<file path="src/rtl/csa_accumulator.sv">
// Carry-save accumulator: one 3:2 compression per accepted term, pair out on group close.
// Optional CSA_ACC_B2B_EN lets a new group start in the drain cycle.
module csa_accumulator #(
  parameter int WIDTH   = 16,
  parameter int COUNT_W = 4
) (
  input  logic               clk,
  input  logic               rst_n,
  input  logic               in_valid,
  output logic               in_ready,
  input  logic [WIDTH-1:0]   in_data,
  input  logic               in_last,
  output logic               out_valid,
  input  logic               out_ready,
  output logic [WIDTH-1:0]   out_sum,
  output logic [WIDTH-1:0]   out_carry,
  output logic [COUNT_W-1:0] out_count
);

  typedef enum logic {
    ACC  = 1'b0,
    HOLD = 1'b1
  } state_t;

  localparam logic [COUNT_W-1:0] CNT_MAX = '1;
  localparam logic [COUNT_W-1:0] CNT_ONE = COUNT_W'(1);

  state_t             state;
  logic [WIDTH-1:0]   s;
  logic [WIDTH-1:0]   c;
  logic [COUNT_W-1:0] cnt;

  logic [WIDTH-1:0]   s_n;
  logic [WIDTH-1:0]   c_n;
  logic [COUNT_W-1:0] cnt_n;
  logic               drain;
  logic               accept;
  logic               flush;

  assign drain = (state == HOLD) && out_ready;

`ifdef CSA_ACC_B2B_EN
  assign in_ready = (state == ACC) || drain;
`else
  assign in_ready = (state == ACC);
`endif

  assign accept = in_valid && in_ready;

  always_comb begin
    s_n   = s ^ c ^ in_data;
    c_n   = ((s & c) | (s & in_data) | (c & in_data)) << 1;
    cnt_n = cnt + CNT_ONE;
    flush = in_last || (cnt_n == CNT_MAX);
  end

  always_ff @(posedge clk or negedge rst_n) begin
    if (!rst_n) begin
      state <= ACC;
      s     <= '0;
      c     <= '0;
      cnt   <= '0;
    end else begin
      unique case (state)
        ACC: begin
          if (accept) begin
            s   <= s_n;
            c   <= c_n;
            cnt <= cnt_n;
            if (flush) state <= HOLD;
          end
        end
        HOLD: begin
          if (drain) begin
`ifdef CSA_ACC_B2B_EN
            if (accept) begin
              // Drain-cycle term opens a fresh group
              s   <= in_data;
              c   <= '0;
              cnt <= CNT_ONE;
              if (in_last || (CNT_ONE == CNT_MAX))
                state <= HOLD;
              else
                state <= ACC;
            end else begin
              s     <= '0;
              c     <= '0;
              cnt   <= '0;
              state <= ACC;
            end
`else
            s     <= '0;
            c     <= '0;
            cnt   <= '0;
            state <= ACC;
`endif
          end
        end
      endcase
    end
  end

  assign out_valid = (state == HOLD);
  assign out_sum   = s;
  assign out_carry = c;
  assign out_count = cnt;

endmodule

</file>
<file path="config.mk">
export PLATFORM = sky130hd
export DESIGN_NAME = csa_accumulator
export DESIGN_NICKNAME = d
export VERILOG_FILES = /design/src/rtl/csa_accumulator.sv
export SDC_FILE = /design/constraint.sdc
export NUM_CORES = 1
export LEC_CHECK = 0
export ABC_AREA = 1
export BUFFER_PORTS_ARGS = -buffer_cell sky130_fd_sc_hd__buf_4
export CAP_MARGIN = 5
export CORE_ASPECT_RATIO = 1.2
export CORE_MARGIN = 1
export CORE_UTILIZATION = 40
export DETAILED_ROUTE_END_ITERATION = 6
export PLACE_DENSITY = 0.65
export SLEW_MARGIN = 0
export SYNTH_ARGS = -nofsm -noshare
export SYNTH_HDL_FRONTEND = slang
export SYNTH_SLANG_ARGS = --single-unit
</file>
<file path="constraint.sdc">
create_clock -name clk -period 3.1 [get_ports clk]
set_input_delay 0.31 -clock clk [delete_from_list [all_inputs] [get_ports clk]]
set_output_delay 0.31 -clock clk [all_outputs]
set_load 0.03 [all_outputs]
</file>
# Word-level counts from Yosys, hierarchy flattened
# Cells that the tools add are included.
dict set report op_classes {
  n_addsub 1
  n_eq_ne 3
  n_mux 12
  n_bitwise 8
  n_reduce_logical 4
}
# cell n
set ops {}
lappend ops {{$pmux W16 S2} 2}
lappend ops {{$mux W16} 3}
lappend ops {{$and A15 B15 Y15} 3}
lappend ops {{$xor A16 B16 Y16} 2}
lappend ops {{$or A15 B15 Y15} 2}
lappend ops {{$mux W4} 2}
lappend ops {{$pmux W4 S2} 1}
lappend ops {{$add A4 B1 Y4 const B} 1}
lappend ops {{$eq A4 B4 Y1 const B} 1}
lappend ops {{$ne A2 B1 Y1 const B} 2}
lappend ops {{$mux W1} 3}
lappend ops {{$logic_and A1 B1 Y1} 2}
lappend ops {{$pmux W1 S2} 1}
lappend ops {{$reduce_and A2 Y1} 1}
lappend ops {{$logic_or A1 B1 Y1} 1}
lappend ops {{$not A1 Y1} 1}
dict set report word_totals {
  reg_bits 37
  inputBits 21
  output_inout_bits 38
  wordCells 32
}

# Longest topological paths before layout
dict set report depth {
  depth_word 6
  ltp_mapped 7
  ltp_nobuf 7
}

# Least setup slack after synthesis
# No wires, ideal clock.
dict set report synth_path {
  path_type {register to register}
  start {register state (netlist: out_valid)}
  end {register s[8] (netlist: out_sum[8])}
  setup_time_ps 116
  arrival_time_ps 1161
  t_required_ps 2984
  setup_slack_ps 1823
  path_stages_with_launch 8
  n_path_buf 1
  period_less_slack_ps 1277
  cell_sequence {dfrtp_1 inv_2 nand2_4 nand2_4 inv_6 buf_12 nand2_2 nand2_2}
}
dict set report synth_via {
  elab_chain_cells 4
  elab_cells_between_ends 7
  cone_classes {eq/ne: 2; mux: 1; bitwise: 1; reduce/logical: 3}
}
# element line_no
set synth_rtl {}
lappend synth_rtl {{from (decl)} 28} ;# state_t state;
lappend synth_rtl {{from (signal assigned)} 59} ;# state <= ACC;
lappend synth_rtl {{from (signal assigned)} 70} ;# if (flush) state <= HOLD;
lappend synth_rtl {{from (signal assigned)} 95} ;# state <= ACC;
lappend synth_rtl {{$not A1 Y1 *} n/a}
lappend synth_rtl {{net in_ready} 10} ;# output logic in_ready,
lappend synth_rtl {{$logic_and A1 B1 Y1} 48} ;# assign accept = in_valid && in_ready;
lappend synth_rtl {{$ne A2 B1 Y1 (no source line)} n/a}
lappend synth_rtl {{$reduce_and A2 Y1 (no source line)} n/a}
lappend synth_rtl {{to (signal assigned)} 67} ;# s <= s_n;
lappend synth_rtl {{to (decl)} 29} ;# logic [WIDTH-1:0] s;
# The timed path passes the listed nets; every way through them passes the cells marked *.
# A chain may end at the register's enable or synchronous reset.

# Worst setup path in the final report
dict set report layout_path {
  start {register state (netlist: out_valid)}
  end {register c[10] (netlist: out_carry[10])}
}
dict set report layout_via {
  elab_chain_cells 4
  elab_cells_between_ends 7
  cone_classes {eq/ne: 2; mux: 1; bitwise: 1; reduce/logical: 3}
}
# element line_no
set layout_rtl {}
lappend layout_rtl {{$not A1 Y1} n/a}
lappend layout_rtl {{$logic_and A1 B1 Y1} 48}
lappend layout_rtl {{$ne A2 B1 Y1 (no source line)} n/a}
lappend layout_rtl {{$reduce_and A2 Y1 (no source line)} n/a}
lappend layout_rtl {{to (signal assigned)} 68} ;# c <= c_n;
lappend layout_rtl {{to (decl)} 30} ;# logic [WIDTH-1:0] c;
# Several ways; a longest one is shown, not always the timed one.

==> metrics.md <==
| Metric | Value |
|---|---|
| Power density over cell area | around 980 nW/um^2 |
| Post-layout min period | 1.30 ns |
| Library cell with the largest summed area after synthesis | sky130_fd_sc_hd__dfrtp_1 |
| Final routed DRC violation total | 0 |
| Die H | 76.4 um |
| Vias per cell | ~4.5 |
| Standard-cell row count | 26 |
| Initial standard-cell utilization of the core | 0.424 |
| Worst Path Required | approximately 3.3 ns |
| Period Utilization, post-route | 0.419 |
| Post-synth ARST share | 1.00 |
| Port Buffers | 57 |
| Post-DRT Antenna Nets | 0 |
| Cells traversed along the worst timing path | inv_2, nand2_4, inv_2, nand2_1, nand2_2 |
| Post-CTS Resized | 0 |
| Worst Slack Setup Final | approximately 1.8 ns |
| Most common cell in the netlist | sky130_fd_sc_hd__nand2_1 |
| Total GRT Usage | 0.161 |
| Post-synth top area share | 0.488 |
| Syn-to-layout area delta | 28.5% |
| Worst Skew | between 0.004 and 0.005 ns |
| CTS Root Buffer Type | sky130_fd_sc_hd__clkbuf_8 |
| Instance count along the most critical hold path | 3 |
| Half-perimeter wire length after placement | 2.41 mm |
| CP arrival | 1.53 ns |
| Total of warnings raised by yosys | 0 |
| Gp weighted congestion | between 0.7 and 0.8 |
| Horizontal die dimension | 64.0 um |
| Leak Pwr | roughly 0.0013 uW |
| Result of the run | finished clean |
| Mapped Nets | ~230 |
| Per-instance average area after synthesis | slightly below 10 sq um |
| Highest clock rate | slightly below 800 MHz |
| Worst Setup Path Type | register to register |
| Number of iterations in the first detailed-routing pass | 4 |
| Total gr overflow | 0 |
| Number of cells on the worst reg-to-reg path | 5 |
| Number of antenna repair diodes | 0 |
| Syn Std Cell Area | 1850 sq um |
| Slowest stage delay, CP | around 0.43 ns |
| Cell area after layout | between 2000 and 2500 sq um |
| Post-detailed-routing wire length | about 3.5 mm |
| Cell seen most often among critical-path stages | sky130_fd_sc_hd__inv_2 |
| Total clock buffers created by CTS | 5 |
| Detailed-route wire length per cell | roughly 11 um |
| Largest net degree at the start of global routing | 37 |
| Max IR drop VDD | 0.000505 V |
| Top_reg_cell synth | sky130_fd_sc_hd__dfrtp_1 |
| Area post-placement | ~2300 sq um |
| Slack of the worst reg-to-reg path | around 1.8 ns |
| Critical Path Start Type | register |
| Clock tree buffer depth | 2 |
| Maximum fanout count along the critical path | 33 |
| Number of synthesized flops with an enable pin | 0 |
| Slowest stage cell on the critical path | sky130_fd_sc_hd__inv_2 |
| Cells taking the most area after synthesis | sky130_fd_sc_hd__dfrtp_1 (49%), sky130_fd_sc_hd__nand2_1 (18%), sky130_fd_sc_hd__fa_1 (15%) |
| Number of violations of the max-capacitance limit | 0 |
| Synthesized netlist cell count | 190 |
| Clock tree from TritonCTS | done |
| Core Region | roughly 4400 sq um |
| Final core utilization | 0.544 |
| Hold/Removal Path Class | input port to register |
| Worst-skew pair later-pin latency | about 0.28 ns |
| Number of DRC violations after detailed-routing iteration 0 | 68 |
| Transition time at the pin with the least slew margin | approximately 0.57 ns |
| Die Area | 4890 sq um |
| Pins Over Slew Limit | 0 |
| Setup Total Neg Slack | 0 ns |
| Clock Pin Slew Worst Setup and Hold Paths | 0.07 ns |
| Flip-flop and latch count after synthesis | 36 |
| Number of global-route vias before repair | 1338 |
| Headroom to the max-slew limit | 0.620 |
| Crit end category | register |
| Vias | about 1400 |
| Sequential share of the synthesized area | 0.488 |
| First-pass GRT wire length | 6.03 mm |
| Most used standard cells in the synthesized netlist | sky130_fd_sc_hd__nand2_1 (91), sky130_fd_sc_hd__dfrtp_1 (36), sky130_fd_sc_hd__fa_1 (14) |
| Fin. Hold Viols | 0 |
| Layout cell share with drive strength beyond 1 | 0.329 |
| Number of different library cells in the post-synthesis netlist | 19 |
| Number of nets in the final layout | 286 |
| Number of sinks driven by the clock tree | 36 |
| Number of ports placed on the die boundary | 59 |
| Total number of H-tree levels | 2 |
| Number of fill cells in the layout | around 420 |
| Number of antenna violations at the first check in global routing | 0 |
| Worst slack after detailed placement | around 1.8 ns |
| RSZ-0062 raised after global routing | false |
| Number of endpoints failing setup at the final stage | 0 |
## registers in the layout (all words and copies together), names as in the netlist
name,cells
out_count,4
out_valid,1
out_carry,15
out_sum,16
## layout make-up
cell class	instances	area (sq um)	share of cell area
timing repair buffer	58	438	0.185
clock buffer	8	90.1	0.0380
multi-input combinational	138	835	0.352
sequential	36	901	0.380
tap	56	70.1	0.0295
inverter	9	38.8	0.0164
## repair_timing
| action | 4_1_cts | 5_1_grt |
|---|---|---|
| endpoints found under the hold margin | 36 | 0 |
| buffers inserted | 0 | 0 |
| hold buffers | 1 | 0 |
## power by group
| part | switching [uW] | total [uW] | internal, uW | leakage [uW] |
|---|---|---|---|---|
| clock | 157 | 338 | 181 | 0.0000455 |
| sequential | 201 | 855 | 655 | 0.000464 |
| combinational | 703 | 1140 | 441 | 0.000798 |
## critical path: cells and delay by family, from the launching register on
kind          cells  cell delay [ns]
buf+inv           2             0.52
simple gates      3             0.30
flops             1             0.40
## per-layer routing
layer	GRT usage	wire [um]
met1	0.208	1530
met2	0.253	1670
met3	0.0284	184
met4	0.0886	90
met5	0	0
## cells in the final DEF, fill, tap and decap left out
master / count
sky130_fd_sc_hd__a21oi_1: 1
sky130_fd_sc_hd__buf_4: 57
sky130_fd_sc_hd__clkbuf_1: 2
sky130_fd_sc_hd__clkbuf_8: 6
sky130_fd_sc_hd__conb_1: 1
sky130_fd_sc_hd__dfrtp_1: 36
sky130_fd_sc_hd__dlygate4sd3_1: 1
sky130_fd_sc_hd__fa_1: 14
sky130_fd_sc_hd__ha_1: 3
sky130_fd_sc_hd__inv_1: 6
sky130_fd_sc_hd__inv_2: 2
sky130_fd_sc_hd__inv_6: 1
sky130_fd_sc_hd__nand2_1: 91
sky130_fd_sc_hd__nand2_2: 13
sky130_fd_sc_hd__nand2_4: 2
sky130_fd_sc_hd__nand3_1: 4
sky130_fd_sc_hd__nor2_1: 4
sky130_fd_sc_hd__o21ai_0: 3
sky130_fd_sc_hd__o22ai_1: 1
sky130_fd_sc_hd__or2_2: 1
## worst paths after layout
check	start	end
setup / recovery	out_valid	out_carry[10]
hold / removal	in_last	out_valid
setup reg to reg	out_valid	out_carry[10]
hold reg to reg	out_carry[4]	out_carry[4]
max in group asynchronous	rst_n	out_count[0]
min in group asynchronous	rst_n	out_sum[15]
## cells by family (layout without fill, tap and decap cells)
kind of cell,Yosys count,after routing,share of synthesized area
adders and majority gates,17,17,0.172
and+or+nand+nor,115,115,0.264
buffers and inverters,16,75,0.0603
AOI/OAI and AO/OA,5,5,0.0142
DFF,36,36,0.488
other,1,1,0.00203
## per-stage QoR
step	std cells	hold WS, ns	total power [uW]
floorplan	190	0.0144	1600
global placement	296	0.301	2010
CTS	305	0.237	2370
detailed placement	296	0.302	2020
finish	305	0.239	2340
global route	305	0.253	2530
(Power assumes the default switching activity.)
